$ cat config.mk
export PLATFORM = sky130hd
export DESIGN_NAME = sram_req_arb_flat
export DESIGN_NICKNAME = d
export VERILOG_FILES = /design/src/rtl/sram_req_arb_pkg.sv /design/src/rtl/sram_req_arb_if.sv /design/src/rtl/sram_req_arb_rr.sv /design/src/rtl/sram_req_arb.sv /design/src/flat_wrapper.sv
export SDC_FILE = /design/constraint.sdc
export NUM_CORES = 1
export LEC_CHECK = 0
export CAP_MARGIN = 20
export CORE_UTILIZATION = 45
export DETAILED_ROUTE_END_ITERATION = 8
export PLACE_DENSITY = 0.73
export SKIP_CTS_REPAIR_TIMING = 1
export SYNTH_ARGS = -nofsm -noshare
export SYNTH_HDL_FRONTEND = slang
export SYNTH_SLANG_ARGS = --single-unit
$ cat constraint.sdc
create_clock -name clk -period 2.34 [get_ports clk]
set_input_delay 0.234 -clock clk [delete_from_list [all_inputs] [get_ports clk]]
set_output_delay 0.234 -clock clk [all_outputs]
set_load 0.1 [all_outputs]
$ cat src/rtl/sram_req_arb_pkg.sv
// sram_arb_pkg: shared types, defaults and index-width helper for the SRAM request arbiter
package sram_arb_pkg;
  typedef enum logic {ARB_IDLE, ARB_WAIT} arb_state_t;
  localparam int NCH_DEF = 2;
  localparam int TO_W_DEF = 8;
  localparam int TIMEOUT_DEF = 200;
  function automatic int idx_w(int n);
    return (n > 1) ? $clog2(n) : 1;
  endfunction
endpackage

$ cat src/rtl/sram_req_arb_if.sv
// sram_req_arb_if: request/grant bundle between memory requesters, SRAM ack and the arbiter
interface sram_req_arb_if import sram_arb_pkg::*; #(parameter int NCH = NCH_DEF);
  localparam int IW = idx_w(NCH);
  logic [NCH-1:0] req_rden;
  logic [NCH-1:0] req_wren;
  logic [NCH-1:0] req_cs;
  logic           ack;
  logic           err_clr;
  logic [NCH-1:0] grant_oh;
  logic [IW-1:0]  grant_idx;
  logic           busy;
  logic [NCH-1:0] stall;
  logic           abort;
  logic           timeout_err;
  modport master (
    output req_rden, req_wren, req_cs, ack, err_clr,
    input  grant_oh, grant_idx, busy, stall, abort, timeout_err
  );
  modport slave (
    input  req_rden, req_wren, req_cs, ack, err_clr,
    output grant_oh, grant_idx, busy, stall, abort, timeout_err
  );
endinterface

$ cat src/rtl/sram_req_arb_rr.sv
// rr_arbiter: combinational round-robin pick of the first request after last, skipping excluded channels
module rr_arbiter import sram_arb_pkg::*; #(
  parameter int NCH = NCH_DEF,
  localparam int IW = idx_w(NCH)
) (
  input  logic [NCH-1:0] req_i,
  input  logic [IW-1:0]  last_i,
  input  logic [NCH-1:0] excl_i,
  output logic [NCH-1:0] gnt_oh_o,
  output logic [IW-1:0]  gnt_idx_o,
  output logic           valid_o
);
  logic [NCH-1:0] m;
  assign m = req_i & ~excl_i;
  // lowest request overall is the wrap-around fallback; lowest above last overrides it
  always_comb begin
    gnt_idx_o = '0;
    valid_o = 1'b0;
    for (int i = NCH - 1; i >= 0; i--) if (m[i]) begin
      gnt_idx_o = IW'(i);
      valid_o = 1'b1;
    end
    for (int i = NCH - 1; i >= 0; i--) if (m[i] && i > int'(last_i)) gnt_idx_o = IW'(i);
    gnt_oh_o = valid_o ? NCH'(1) << gnt_idx_o : '0;
  end
endmodule

$ cat src/rtl/sram_req_arb.sv
// sram_req_arb: round-robin SRAM port controller with held grants, back-to-back handoff and ack timeout
module sram_req_arb import sram_arb_pkg::*; #(
  parameter int NCH = NCH_DEF,
  parameter int TO_W = TO_W_DEF,
  parameter int TIMEOUT = TIMEOUT_DEF
) (
  input logic clk,
  input logic rst,
  sram_req_arb_if.slave bus
);
  localparam int IW = idx_w(NCH);
  arb_state_t     state_q, state_d;
  logic [NCH-1:0] grant_oh_q, grant_oh_d, req, win_oh, excl;
  logic [IW-1:0]  grant_idx_q, grant_idx_d, last_q, last_d, win_idx, arb_last;
  logic [TO_W-1:0] cnt_q, cnt_d;
  logic           err_q, err_d, win_vld, in_wait, acked, expire, done, load;
  assign req = (bus.req_rden | bus.req_wren) & bus.req_cs;
  assign in_wait = state_q == ARB_WAIT;
  assign acked = in_wait & bus.ack;
  assign expire = in_wait & ~bus.ack & (TIMEOUT != 0) & (cnt_q == TO_W'(TIMEOUT - 1));
  assign done = acked | expire;
  assign load = ~in_wait | done;
  // on completion the finishing channel becomes the new last and is kept out of the same-cycle pick
  assign arb_last = in_wait ? grant_idx_q : last_q;
  assign excl = in_wait ? grant_oh_q : '0;
  rr_arbiter #(.NCH(NCH)) u_arb (
    .req_i(req),
    .last_i(arb_last),
    .excl_i(excl),
    .gnt_oh_o(win_oh),
    .gnt_idx_o(win_idx),
    .valid_o(win_vld)
  );
  always_ff @(posedge clk) begin
    if (rst) begin
      state_q <= ARB_IDLE;
      grant_oh_q <= '0;
      grant_idx_q <= '0;
      last_q <= IW'(NCH - 1);
      cnt_q <= '0;
      err_q <= 1'b0;
    end else begin
      state_q <= state_d;
      grant_oh_q <= grant_oh_d;
      grant_idx_q <= grant_idx_d;
      last_q <= last_d;
      cnt_q <= cnt_d;
      err_q <= err_d;
    end
  end
  always_comb begin
    state_d = load ? (win_vld ? ARB_WAIT : ARB_IDLE) : ARB_WAIT;
    grant_oh_d = load ? win_oh : grant_oh_q;
    grant_idx_d = load ? win_idx : grant_idx_q;
    last_d = done ? grant_idx_q : last_q;
    cnt_d = load ? '0 : cnt_q + TO_W'(cnt_q != '1);
    err_d = expire | (err_q & ~bus.err_clr);
  end
  always_comb begin
    bus.grant_oh = grant_oh_q;
    bus.grant_idx = grant_idx_q;
    bus.busy = in_wait;
    bus.stall = req & ~(grant_oh_q & {NCH{done}});
    bus.abort = expire;
    bus.timeout_err = err_q;
  end
endmodule
$ cat src/flat_wrapper.sv
// flat-port wrapper written by rule: the top's interface ports become plain ports
module sram_req_arb_flat import sram_arb_pkg::*;
#(
  parameter int NCH = NCH_DEF,
  parameter int TO_W = TO_W_DEF,
  parameter int TIMEOUT = TIMEOUT_DEF
)
  (clk, rst, bus_req_rden, bus_req_wren, bus_req_cs, bus_ack, bus_err_clr, bus_grant_oh, bus_grant_idx, bus_busy, bus_stall, bus_abort, bus_timeout_err);
  sram_req_arb_if #(.NCH(NCH)) bus_i ();
  input logic clk;
  input logic rst;
  input wire logic [$bits(bus_i.req_rden)-1:0] bus_req_rden;
  input wire logic [$bits(bus_i.req_wren)-1:0] bus_req_wren;
  input wire logic [$bits(bus_i.req_cs)-1:0] bus_req_cs;
  input wire logic [$bits(bus_i.ack)-1:0] bus_ack;
  input wire logic [$bits(bus_i.err_clr)-1:0] bus_err_clr;
  output wire logic [$bits(bus_i.grant_oh)-1:0] bus_grant_oh;
  output wire logic [$bits(bus_i.grant_idx)-1:0] bus_grant_idx;
  output wire logic [$bits(bus_i.busy)-1:0] bus_busy;
  output wire logic [$bits(bus_i.stall)-1:0] bus_stall;
  output wire logic [$bits(bus_i.abort)-1:0] bus_abort;
  output wire logic [$bits(bus_i.timeout_err)-1:0] bus_timeout_err;
  assign bus_i.req_rden = bus_req_rden;
  assign bus_i.req_wren = bus_req_wren;
  assign bus_i.req_cs = bus_req_cs;
  assign bus_i.ack = bus_ack;
  assign bus_i.err_clr = bus_err_clr;
  assign bus_grant_oh = bus_i.grant_oh;
  assign bus_grant_idx = bus_i.grant_idx;
  assign bus_busy = bus_i.busy;
  assign bus_stall = bus_i.stall;
  assign bus_abort = bus_i.abort;
  assign bus_timeout_err = bus_i.timeout_err;
  sram_req_arb #(.NCH(NCH), .TO_W(TO_W), .TIMEOUT(TIMEOUT)) u_core (.clk(clk), .rst(rst), .bus(bus_i));
endmodule
# Word level (Yosys, flattened, before mapping)
# Index checks and enable logic that the tools add are counted.
[totals]
register_bits = 14
word_cells = 39
[classes]
n_addsub = 1
magnitude_cmp = 1
n_eq_ne = 2
shift = 1
muxes = 9
n_bitwise = 17
reduce_logical = 2
[ops]
columns = ["cell", "count"]
rows = [
  ["8-bit by 1-bit adder with 8-bit output", 1],
  ["2-bit bitwise AND", 4],
  ["8-bit equality test, second input constant", 1],
  ["8-bit != test, second input constant", 1],
  ["1-bit 2-to-1 mux", 7],
  ["1-bit bitwise AND", 4],
  ["2-bit 2-to-1 mux", 2],
  ["2-bit inverter", 2],
  ["1-bit inverter", 3],
  ["1-bit bitwise OR", 3],
  ["2-bit bitwise OR", 1],
  ["2-bit OR reduction", 1],
  ["1-bit by 1-bit left shift with 2-bit output, first input constant", 1],
  ["1-bit greater-than comparator, first input constant", 1],
  ["1-bit logical AND", 1],
]

# Depth between registers and ports, before layout
# Gate-level depths: netlist of run 1.
[depth]
depth_word = 8
mapped_depth = 7

# Modules after synthesis
# A second synthesis of run 1 with hierarchy kept.
[hier_totals]
cells_unflattened = 84
area_unflattened_um2 = 779.5
[by_module_without_submodules]
columns = ["module", "instances", "cells_per_inst", "area_each_um2", "seq_area_each_um2"]
rows = [
  ["sram_req_arb", 1, 78, 728.2, 280.3],
  ["rr_arbiter", 1, 6, 51.3, 0.0],
]

# Worst setup path after synthesis of run 1
# Ideal clock, no wire load.
[synth_timing]
path_type = "register to output"
from = "register u_core.state_q, in the netlist u_core.bus.busy"
to = "output port bus_stall[0]"
arrival_ns = 2.510
slack_ns = -0.404
path_stages_with_launch = 3
n_path_buf = 0
cell_sequence = "dfxtp_1 and2_1 a21oi_1"
[synth_between]
elab_chain_len = 6
[synth_lines]
columns = ["item", "line_no", "rtl"]
rows = [
  ["from (decl)", "sram_req_arb.sv:12", "arb_state_t state_q, state_d;"],
  ["from (signal assigned)", "sram_req_arb.sv:43", "state_q <= state_d;"],
  ["1-bit bitwise AND (2 in a row)", "sram_req_arb.sv:20", "assign expire = in_wait & ~bus.ack & (TIMEOUT != 0) & (cnt_q == TO_W'(TIMEOUT - 1));"],
  ["1-bit bitwise OR (*)", "sram_req_arb.sv:21", "assign done = acked | expire;"],
  ["2-bit bitwise AND (*)", "sram_req_arb.sv:63", "bus.stall = req & ~(grant_oh_q & {NCH{done}});"],
  ["2-bit inverter (*)", "sram_req_arb.sv:63", ""],
  ["2-bit bitwise AND (*)", "sram_req_arb.sv:63", ""],
  ["to (decl)", "flat_wrapper.sv:20", "output wire logic [$bits(bus_i.stall)-1:0] bus_stall;"],
]
# Every way passes the cells marked *; elsewhere a longest branch is shown, timed or not.

# Worst setup path in the final report of run 1
[layout_timing]
from = "register u_core.cnt_q[1]"
to = "output port bus_stall[1]"
[layout_between]
elab_chain_len = 6
[layout_lines]
columns = ["item", "line_no", "rtl"]
rows = [
  ["from (decl)", "sram_req_arb.sv:15", "logic [TO_W-1:0] cnt_q, cnt_d;"],
  ["from (signal assigned)", "sram_req_arb.sv:47", "cnt_q <= cnt_d;"],
  ["8-bit equality test", "sram_req_arb.sv:20", ""],
  ["1-bit bitwise AND", "sram_req_arb.sv:20", ""],
  ["1-bit bitwise OR", "sram_req_arb.sv:21", ""],
  ["2-bit bitwise AND", "sram_req_arb.sv:63", ""],
  ["2-bit inverter", "sram_req_arb.sv:63", ""],
  ["2-bit bitwise AND", "sram_req_arb.sv:63", ""],
]
# Every way passes these cells.

==> flow_results.xml, run 1 <==
<?xml version="1.0" encoding="UTF-8"?>
<metrics>
  <group name="run_status">
    <metric name="outcome" unit="">complete, no violations</metric>
  </group>
  <group name="timing">
    <metric name="worst_hold_slack" unit="ps">494</metric>
    <metric name="slew-limit-headroom" unit="">0.641</metric>
    <metric name="hold_violations" unit="">0</metric>
    <metric name="drv_slew" unit="">0</metric>
    <metric name="grt_setup_unrepaired" unit="">no</metric>
    <metric name="min_period" unit="ps">1930</metric>
    <metric name="tightestPinTransition" unit="ps">537</metric>
    <metric name="final.period_utilization" unit="">0.824</metric>
    <metric name="postLayoutSetupSlackWorst" unit="ps">412</metric>
    <metric name="max_freq" unit="MHz">519</metric>
    <metric name="finish_stage_setup_viols" unit="">0</metric>
    <metric name="maximum_clock_skew_at_final_layout" unit="ps">11.0</metric>
  </group>
  <group name="route">
    <metric name="drt.antenna.violating_nets" unit="">0</metric>
    <metric name="wl_per_cell" unit="um">12.2</metric>
    <metric name="drc" unit="">0</metric>
    <metric name="drt-vias-per-instance" unit="">5.21</metric>
    <metric name="drt_first_pass_iters" unit="">2</metric>
    <metric name="route.vias.total" unit="">558</metric>
    <metric name="top_layer" unit="">met4</metric>
    <metric name="drt-initial-drc-count" unit="">2</metric>
    <metric name="wl_met1" unit="um">674</metric>
    <metric name="routed_wirelength" unit="um">1300</metric>
    <metric name="met2RoutedLength" unit="um">567</metric>
    <metric name="route.met3.wl" unit="um">49</metric>
  </group>
  <group name="logic_synthesis">
    <metric name="synth_most_common_cell" unit="">sky130_fd_sc_hd__dfxtp_1</metric>
    <metric name="synthArstFlopShare" unit="">0</metric>
    <metric name="netlist_top_cells_count" unit="">14 x sky130_fd_sc_hd__dfxtp_1, 7 x sky130_fd_sc_hd__a21oi_1, 7 x sky130_fd_sc_hd__nor3_1</metric>
    <metric name="synthDominantAreaCellType" unit="">sky130_fd_sc_hd__dfxtp_1</metric>
    <metric name="synth_largest_type_area_fraction" unit="">0.410</metric>
    <metric name="synth_ff_type" unit="">sky130_fd_sc_hd__dfxtp_1</metric>
    <metric name="mappedNetlistNets" unit="">86</metric>
    <metric name="synthTopCellsByArea" unit="">sky130_fd_sc_hd__dfxtp_1 41%, sky130_fd_sc_hd__xor2_1 6.4%, sky130_fd_sc_hd__a21oi_1 5.1%</metric>
    <metric name="synth_warnings" unit="">0</metric>
    <metric name="ys_ff_latch" unit="">14</metric>
    <metric name="synthesis.instances" unit="">74</metric>
    <metric name="mean_cell_area_of_the_mapped_netlist" unit="um^2">9.25</metric>
    <metric name="netlist_area" unit="um^2">684</metric>
    <metric name="sequential_share_of_the_synthesized_area" unit="">0.410</metric>
    <metric name="ys_types" unit="">27</metric>
    <metric name="synth_enable_flop_cells" unit="">0</metric>
  </group>
  <group name="placed_design">
    <metric name="detailed_placement_hpwl" unit="um">1040</metric>
    <metric name="place_worst_setup_slack" unit="ps">626</metric>
    <metric name="port_buffers" unit="">17</metric>
    <metric name="place_congestion" unit="">0.789</metric>
  </group>
  <group name="floorplan">
    <metric name="die_height" unit="um">41</metric>
    <metric name="design.portCount" unit="">18</metric>
    <metric name="effective_utilization_at_floorplan" unit="">0.507</metric>
    <metric name="floorplan.rows" unit="">13</metric>
    <metric name="area_inside_the_core_boundary" unit="um^2">1350</metric>
    <metric name="design.die.area" unit="um^2">1680</metric>
    <metric name="chipWidth" unit="um">41</metric>
  </group>
  <group name="clock_network">
    <metric name="cts_sinks" unit="">14</metric>
    <metric name="htreeDepth" unit="">1</metric>
    <metric name="cts-root-to-sink-buffers" unit="">2</metric>
    <metric name="cts_tree" unit="">built</metric>
    <metric name="cts.root.buffer_cell" unit="">sky130_fd_sc_hd__clkbuf_4</metric>
    <metric name="number_of_clock_buffers_inserted_by_tritoncts" unit="">3</metric>
    <metric name="clock_latency_on_the_worst_skew_pair" unit="ps">270</metric>
    <metric name="cts.reportedPaths.clkPinSlew" unit="ps">60</metric>
  </group>
  <group name="grt">
    <metric name="grt_start_max_net_pins" unit="">16</metric>
    <metric name="grt.total_usage" unit="">0.200</metric>
    <metric name="global_route_wire_length_before_repair" unit="um">2080</metric>
    <metric name="first_global_vias" unit="">477</metric>
    <metric name="grt.overflow.total" unit="">0</metric>
    <metric name="antenna_found_initial" unit="">0</metric>
  </group>
  <group name="critical_path">
    <metric name="critical_path.slowest_cell" unit="">sky130_fd_sc_hd__dfxtp_1</metric>
    <metric name="crit_arrival" unit="ps">1690</metric>
    <metric name="critical_path_class" unit="">reg -&gt; out</metric>
    <metric name="setup.worst_path.start_class" unit="">flip-flop</metric>
    <metric name="cp_data_required_time" unit="ps">2110</metric>
    <metric name="crit_chain" unit="">and4_1 &gt; a21o_1 &gt; and2_1 &gt; a21oi_1 &gt; buf_12</metric>
    <metric name="setup.worst_path.end_class" unit="">output port</metric>
    <metric name="timing.critical_path.slowest_cell_delay" unit="ps">350</metric>
    <metric name="critical_path_peak_fanout" unit="">5</metric>
  </group>
  <group name="power_and_ir_drop">
    <metric name="swShare" unit="">0.310</metric>
    <metric name="ir_drop" unit="mV">0.482</metric>
    <metric name="power.share.clock" unit="">0.249</metric>
    <metric name="share_of_total_power_in_combinational_logic" unit="">0.248</metric>
    <metric name="cellPowerDensity" unit="nW/um^2">560</metric>
    <metric name="static_leakage" unit="nW">0.357</metric>
    <metric name="net_switching_power" unit="uW">156</metric>
    <metric name="p_int" unit="uW">347</metric>
    <metric name="power.sequential.fraction" unit="">0.503</metric>
  </group>
  <group name="min_path">
    <metric name="hold_crit_path_type" unit="">reg -&gt; reg</metric>
  </group>
  <group name="final_layout">
    <metric name="antennaDiodeCount" unit="">0</metric>
    <metric name="share_of_post_route_cells_with_drive_strength_above_1" unit="">0.152</metric>
    <metric name="layout_net_count" unit="">106</metric>
    <metric name="area_growth" unit="%">31.3</metric>
  </group>
  <group name="flow_run">
    <metric name="max_cap_viol_count" unit="">0</metric>
  </group>
</metrics>
==> cell usage in the layout, fill, tap and decap left out, types with 2 or more instances in the layout <==
| master | synthesis | layout |
|---|---|---|
| sky130_fd_sc_hd__o21ai_0 | 2 | 2 |
| sky130_fd_sc_hd__clkbuf_4 | 0 | 3 |
| sky130_fd_sc_hd__nand3_1 | 3 | 3 |
| sky130_fd_sc_hd__ha_1 | 2 | 2 |
| sky130_fd_sc_hd__buf_12 | 0 | 3 |
| sky130_fd_sc_hd__dfxtp_1 | 14 | 14 |
| sky130_fd_sc_hd__nor3_1 | 7 | 7 |
| sky130_fd_sc_hd__nand2_1 | 5 | 5 |
| sky130_fd_sc_hd__clkdlybuf4s50_1 | 0 | 9 |
| sky130_fd_sc_hd__and2_1 | 3 | 3 |
| sky130_fd_sc_hd__nor2_1 | 6 | 6 |
| sky130_fd_sc_hd__xor2_1 | 5 | 5 |
| sky130_fd_sc_hd__mux2i_1 | 2 | 2 |
| sky130_fd_sc_hd__and4_1 | 2 | 2 |
| sky130_fd_sc_hd__a21oi_1 | 7 | 7 |
| sky130_fd_sc_hd__and3_1 | 2 | 2 |
| sky130_fd_sc_hd__buf_4 | 0 | 5 |
==> cell families after synthesis <==
kind of cell    count (synthesis)  share of synthesized area
xor+xnor                        6                     0.0768
compound gates                 14                      0.128
mux                             2                     0.0293
flops                          14                      0.410
buf+inv                         3                     0.0274
fa+ha+maj                       2                     0.0366
simple gates                   33                      0.293
==> sequential cells by signal, indices dropped and copies added, names as in the netlist <==
register and cells:
u_core.cnt_q 8, u_core.bus.busy 1, u_core.bus.grant_oh 2, u_core.bus.timeout_err 1
u_core.bus.grant_idx 1, u_core.last_q 1
==> metal layers <==
metal / vias to the layer above / GRT usage
met1: 248 / 0.253
met5: - / 0
met4: 0 / 0.100
met3: 2 / 0.0815
met2: 8 / 0.289
li1: 300 / -
==> worst max-delay path, delay by kind of cell, from the launching register on <==
family / cells / cell delay [ps]
buffers and inverters: 1 / 220
and+or+nand+nor: 2 / 420
DFF: 1 / 350
AOI/OAI and AO/OA: 2 / 440
==> worst paths after layout <==
kind	start	end	slack, ps	depth (start not counted)
hold reg to reg	u_core.bus.grant_idx	u_core.bus.grant_idx	490	2
setup reg to reg	u_core.cnt_q[3]	u_core.cnt_q[4]	610	7
setup / recovery	u_core.cnt_q[1]	bus_stall[1]	410	5
hold / removal	u_core.bus.grant_idx	u_core.bus.grant_idx	490	2
==> final cells by class <==
cell class | count | area [um^2]
multi-input combinational | 57 | 385
timing repair buffer | 17 | 188
fill | 113 | 452
sequential | 14 | 280
clock buffer | 3 | 22.5
tap | 15 | 18.8
inverter | 1 | 3.75
==> power by group through the flow <==
stage	sequential, mW	combinational (mW)	clock (mW)
finish	0.253	0.125	0.125
global route	0.255	0.132	0.147
CTS	0.253	0.125	0.134
detailed placement	0.259	0.125	0
global placement	0.259	0.125	0
floorplan	0.294	0.0499	0
==> stage by stage <==
stage                     instances   util  TNS (ps)  power (mW)  cell area, um^2
after floorplan                  74      -      -808       0.344              684
after global placement          104  0.649         0       0.383              876
after detailed placement        104  0.649         0       0.384              876
after CTS                       107  0.665         0       0.512              898
after global routing            107  0.665         0       0.533              898
final                           107  0.665         0       0.503              898
(Power assumes the default switching activity.)
==> run 2: changes to the inputs <==
Settings changed: CORE_UTILIZATION 45 to 41, PLACE_DENSITY 0.73 to 0.7.
Clock period 2.34 ns to 1.7 ns, I/O delays scaled along.
==> flow_results.xml, run 2 (synthesized netlist as in run 1, its figures left out) <==
<?xml version="1.0" encoding="UTF-8"?>
<metrics>
  <group name="run_status">
    <metric name="failing_checks" unit="">negative setup slack</metric>
    <metric name="outcome" unit="">complete, but fails checks</metric>
  </group>
  <group name="floorplan">
    <metric name="design.die.area" unit="um^2">1840</metric>
    <metric name="die_height" unit="um">42.9</metric>
    <metric name="floorplan.rows" unit="">14</metric>
    <metric name="chipWidth" unit="um">42.9</metric>
    <metric name="area_inside_the_core_boundary" unit="um^2">1520</metric>
    <metric name="design.portCount" unit="">18</metric>
    <metric name="effective_utilization_at_floorplan" unit="">0.449</metric>
  </group>
  <group name="critical_path">
    <metric name="critical_path_peak_fanout" unit="">4</metric>
    <metric name="cp_data_required_time" unit="ps">1530</metric>
    <metric name="crit_arrival" unit="ps">1630</metric>
    <metric name="count_of_buffering_cells_on_the_critical_path_with_inverters_included" unit="">1</metric>
    <metric name="timing.critical_path.slowest_cell_delay" unit="ps">370</metric>
    <metric name="setup.worst_path.start_class" unit="">flip-flop</metric>
    <metric name="critical_path.slowest_cell" unit="">sky130_fd_sc_hd__dfxtp_4</metric>
    <metric name="critical-path-top-delay-family" unit="">simple AND/OR/NAND/NOR gates</metric>
    <metric name="critical_path_class" unit="">reg -&gt; out</metric>
    <metric name="setup.worst_path.end_class" unit="">output port</metric>
    <metric name="crit_chain" unit="">nor4b_4 &gt; a21o_1 &gt; and2_4 &gt; a21oi_2 &gt; buf_12</metric>
  </group>
  <group name="route">
    <metric name="routed_wirelength" unit="um">1630</metric>
    <metric name="drt-vias-per-instance" unit="">5.54</metric>
    <metric name="wl_per_cell" unit="um">13.8</metric>
    <metric name="drt.antenna.violating_nets" unit="">0</metric>
    <metric name="drc" unit="">0</metric>
    <metric name="route.vias.total" unit="">654</metric>
    <metric name="drt_first_pass_iters" unit="">5</metric>
    <metric name="drt-initial-drc-count" unit="">13</metric>
  </group>
  <group name="timing">
    <metric name="hold_violations" unit="">0</metric>
    <metric name="max_freq" unit="MHz">555</metric>
    <metric name="min_period" unit="ps">1800</metric>
    <metric name="slew-limit-headroom" unit="">0.666</metric>
    <metric name="maximum_clock_skew_at_final_layout" unit="ps">9.20</metric>
    <metric name="tightestPinTransition" unit="ps">496</metric>
    <metric name="grt_setup_unrepaired" unit="">yes</metric>
    <metric name="tns" unit="ps">-217</metric>
    <metric name="drv_slew" unit="">0</metric>
    <metric name="final.period_utilization" unit="">1.06</metric>
    <metric name="postLayoutSetupSlackWorst" unit="ps">-102</metric>
    <metric name="finish_stage_setup_viols" unit="">3</metric>
    <metric name="worst_hold_slack" unit="ps">502</metric>
  </group>
  <group name="flow_run">
    <metric name="max_cap_viol_count" unit="">0</metric>
  </group>
  <group name="power_and_ir_drop">
    <metric name="ir_drop" unit="mV">0.585</metric>
    <metric name="cellPowerDensity" unit="nW/um^2">748</metric>
    <metric name="total_design_power" unit="uW">796</metric>
    <metric name="static_leakage" unit="nW">0.428</metric>
  </group>
  <group name="grt">
    <metric name="global_route_wire_length_before_repair" unit="um">2570</metric>
    <metric name="grt_start_max_net_pins" unit="">11</metric>
    <metric name="first_global_vias" unit="">608</metric>
    <metric name="grt.total_usage" unit="">0.189</metric>
    <metric name="antenna_found_initial" unit="">0</metric>
    <metric name="grt.overflow.total" unit="">0</metric>
  </group>
  <group name="placed_design">
    <metric name="place_worst_setup_slack" unit="ps">41.7</metric>
    <metric name="dp.cells" unit="">110</metric>
    <metric name="detailed_place.area" unit="um^2">975</metric>
    <metric name="place_congestion" unit="">0.834</metric>
    <metric name="detailed_placement_hpwl" unit="um">1140</metric>
    <metric name="port_buffers" unit="">17</metric>
  </group>
  <group name="clock_network">
    <metric name="cts.root.buffer_cell" unit="">sky130_fd_sc_hd__clkbuf_4</metric>
    <metric name="cts-root-to-sink-buffers" unit="">2</metric>
    <metric name="number_of_clock_buffers_inserted_by_tritoncts" unit="">3</metric>
    <metric name="clock_latency_on_the_worst_skew_pair" unit="ps">280</metric>
    <metric name="htreeDepth" unit="">1</metric>
    <metric name="cts_sinks" unit="">14</metric>
    <metric name="cts_tree" unit="">built</metric>
    <metric name="cts.reportedPaths.clkPinSlew" unit="ps">90</metric>
  </group>
  <group name="final_layout">
    <metric name="top_library_cells_by_usage_in_the_layout_fill_and_taps_aside" unit="">10 x sky130_fd_sc_hd__buf_4, 10 x sky130_fd_sc_hd__dfxtp_1, 9 x sky130_fd_sc_hd__clkdlybuf4s50_1, 7 x sky130_fd_sc_hd__nor3_1, 7 x sky130_fd_sc_hd__buf_12</metric>
    <metric name="largest_register" unit="">u_core.cnt_q</metric>
    <metric name="finish.utilization" unit="">0.698</metric>
    <metric name="share_of_post_route_cells_with_drive_strength_above_1" unit="">0.324</metric>
    <metric name="area_growth" unit="%">55.4</metric>
    <metric name="layout_net_count" unit="">115</metric>
    <metric name="design_area" unit="um^2">1060</metric>
    <metric name="finish.cell_count_without_fillers" unit="">118</metric>
    <metric name="nFillCells" unit="">110</metric>
    <metric name="antennaDiodeCount" unit="">0</metric>
    <metric name="largest_register_ffs" unit="">8</metric>
  </group>
  <group name="min_path">
    <metric name="hold_crit_path_type" unit="">reg -&gt; reg</metric>
  </group>
</metrics>
-- run 2: worst register-to-register path, cell delays in order (launching register included) --
cell and delay (ps):
sky130_fd_sc_hd__dfxtp_2 390, sky130_fd_sc_hd__and4_1 260, sky130_fd_sc_hd__nand2_1 80, sky130_fd_sc_hd__ha_1 220
sky130_fd_sc_hd__ha_1 230, sky130_fd_sc_hd__nand2_1 90, sky130_fd_sc_hd__xor2_1 180, sky130_fd_sc_hd__nor3_1 60
-- run 2: power by group --
group / internal, mW / switching (mW) / leakage [nW]
Clock: 0.130 / 0.108 / 0.0210
Sequential: 0.337 / 0.0164 / 0.116
Combinational: 0.0849 / 0.119 / 0.291
-- run 2: path summary, 6_finish.rpt --
kind	depth (start not counted)	slack, ps	start	to
setup / recovery	5	-100	u_core.cnt_q[5]	bus_stall[0]
hold / removal	2	500	u_core.bus.timeout_err	u_core.bus.timeout_err
setup reg to reg	7	70	u_core.cnt_q[3]	u_core.cnt_q[6]
hold reg to reg	2	500	u_core.bus.timeout_err	u_core.bus.timeout_err
-- run 2: layout make-up --
cell class	instances	area, um^2	share of cell area
Clock buffer	4	36.3	0.0341
Inverter	1	3.75	0.00353
Multi-Input combinational cell	57	410	0.386
Sequential cell	14	288	0.271
Timing Repair Buffer	26	305	0.287
Tap cell	16	20.0	0.0188
-- run 2: routing by layer --
| layer | share of wire | GRT usage | routed length [um] |
|---|---|---|---|
| met2 | 0.48 | 0.297 | 781 |
| met3 | 0.072 | 0.0766 | 117 |
| met4 | 0.018 | 0.0875 | 30 |
| met1 | 0.43 | 0.224 | 698 |
| met5 | 0 | 0 | 0 |
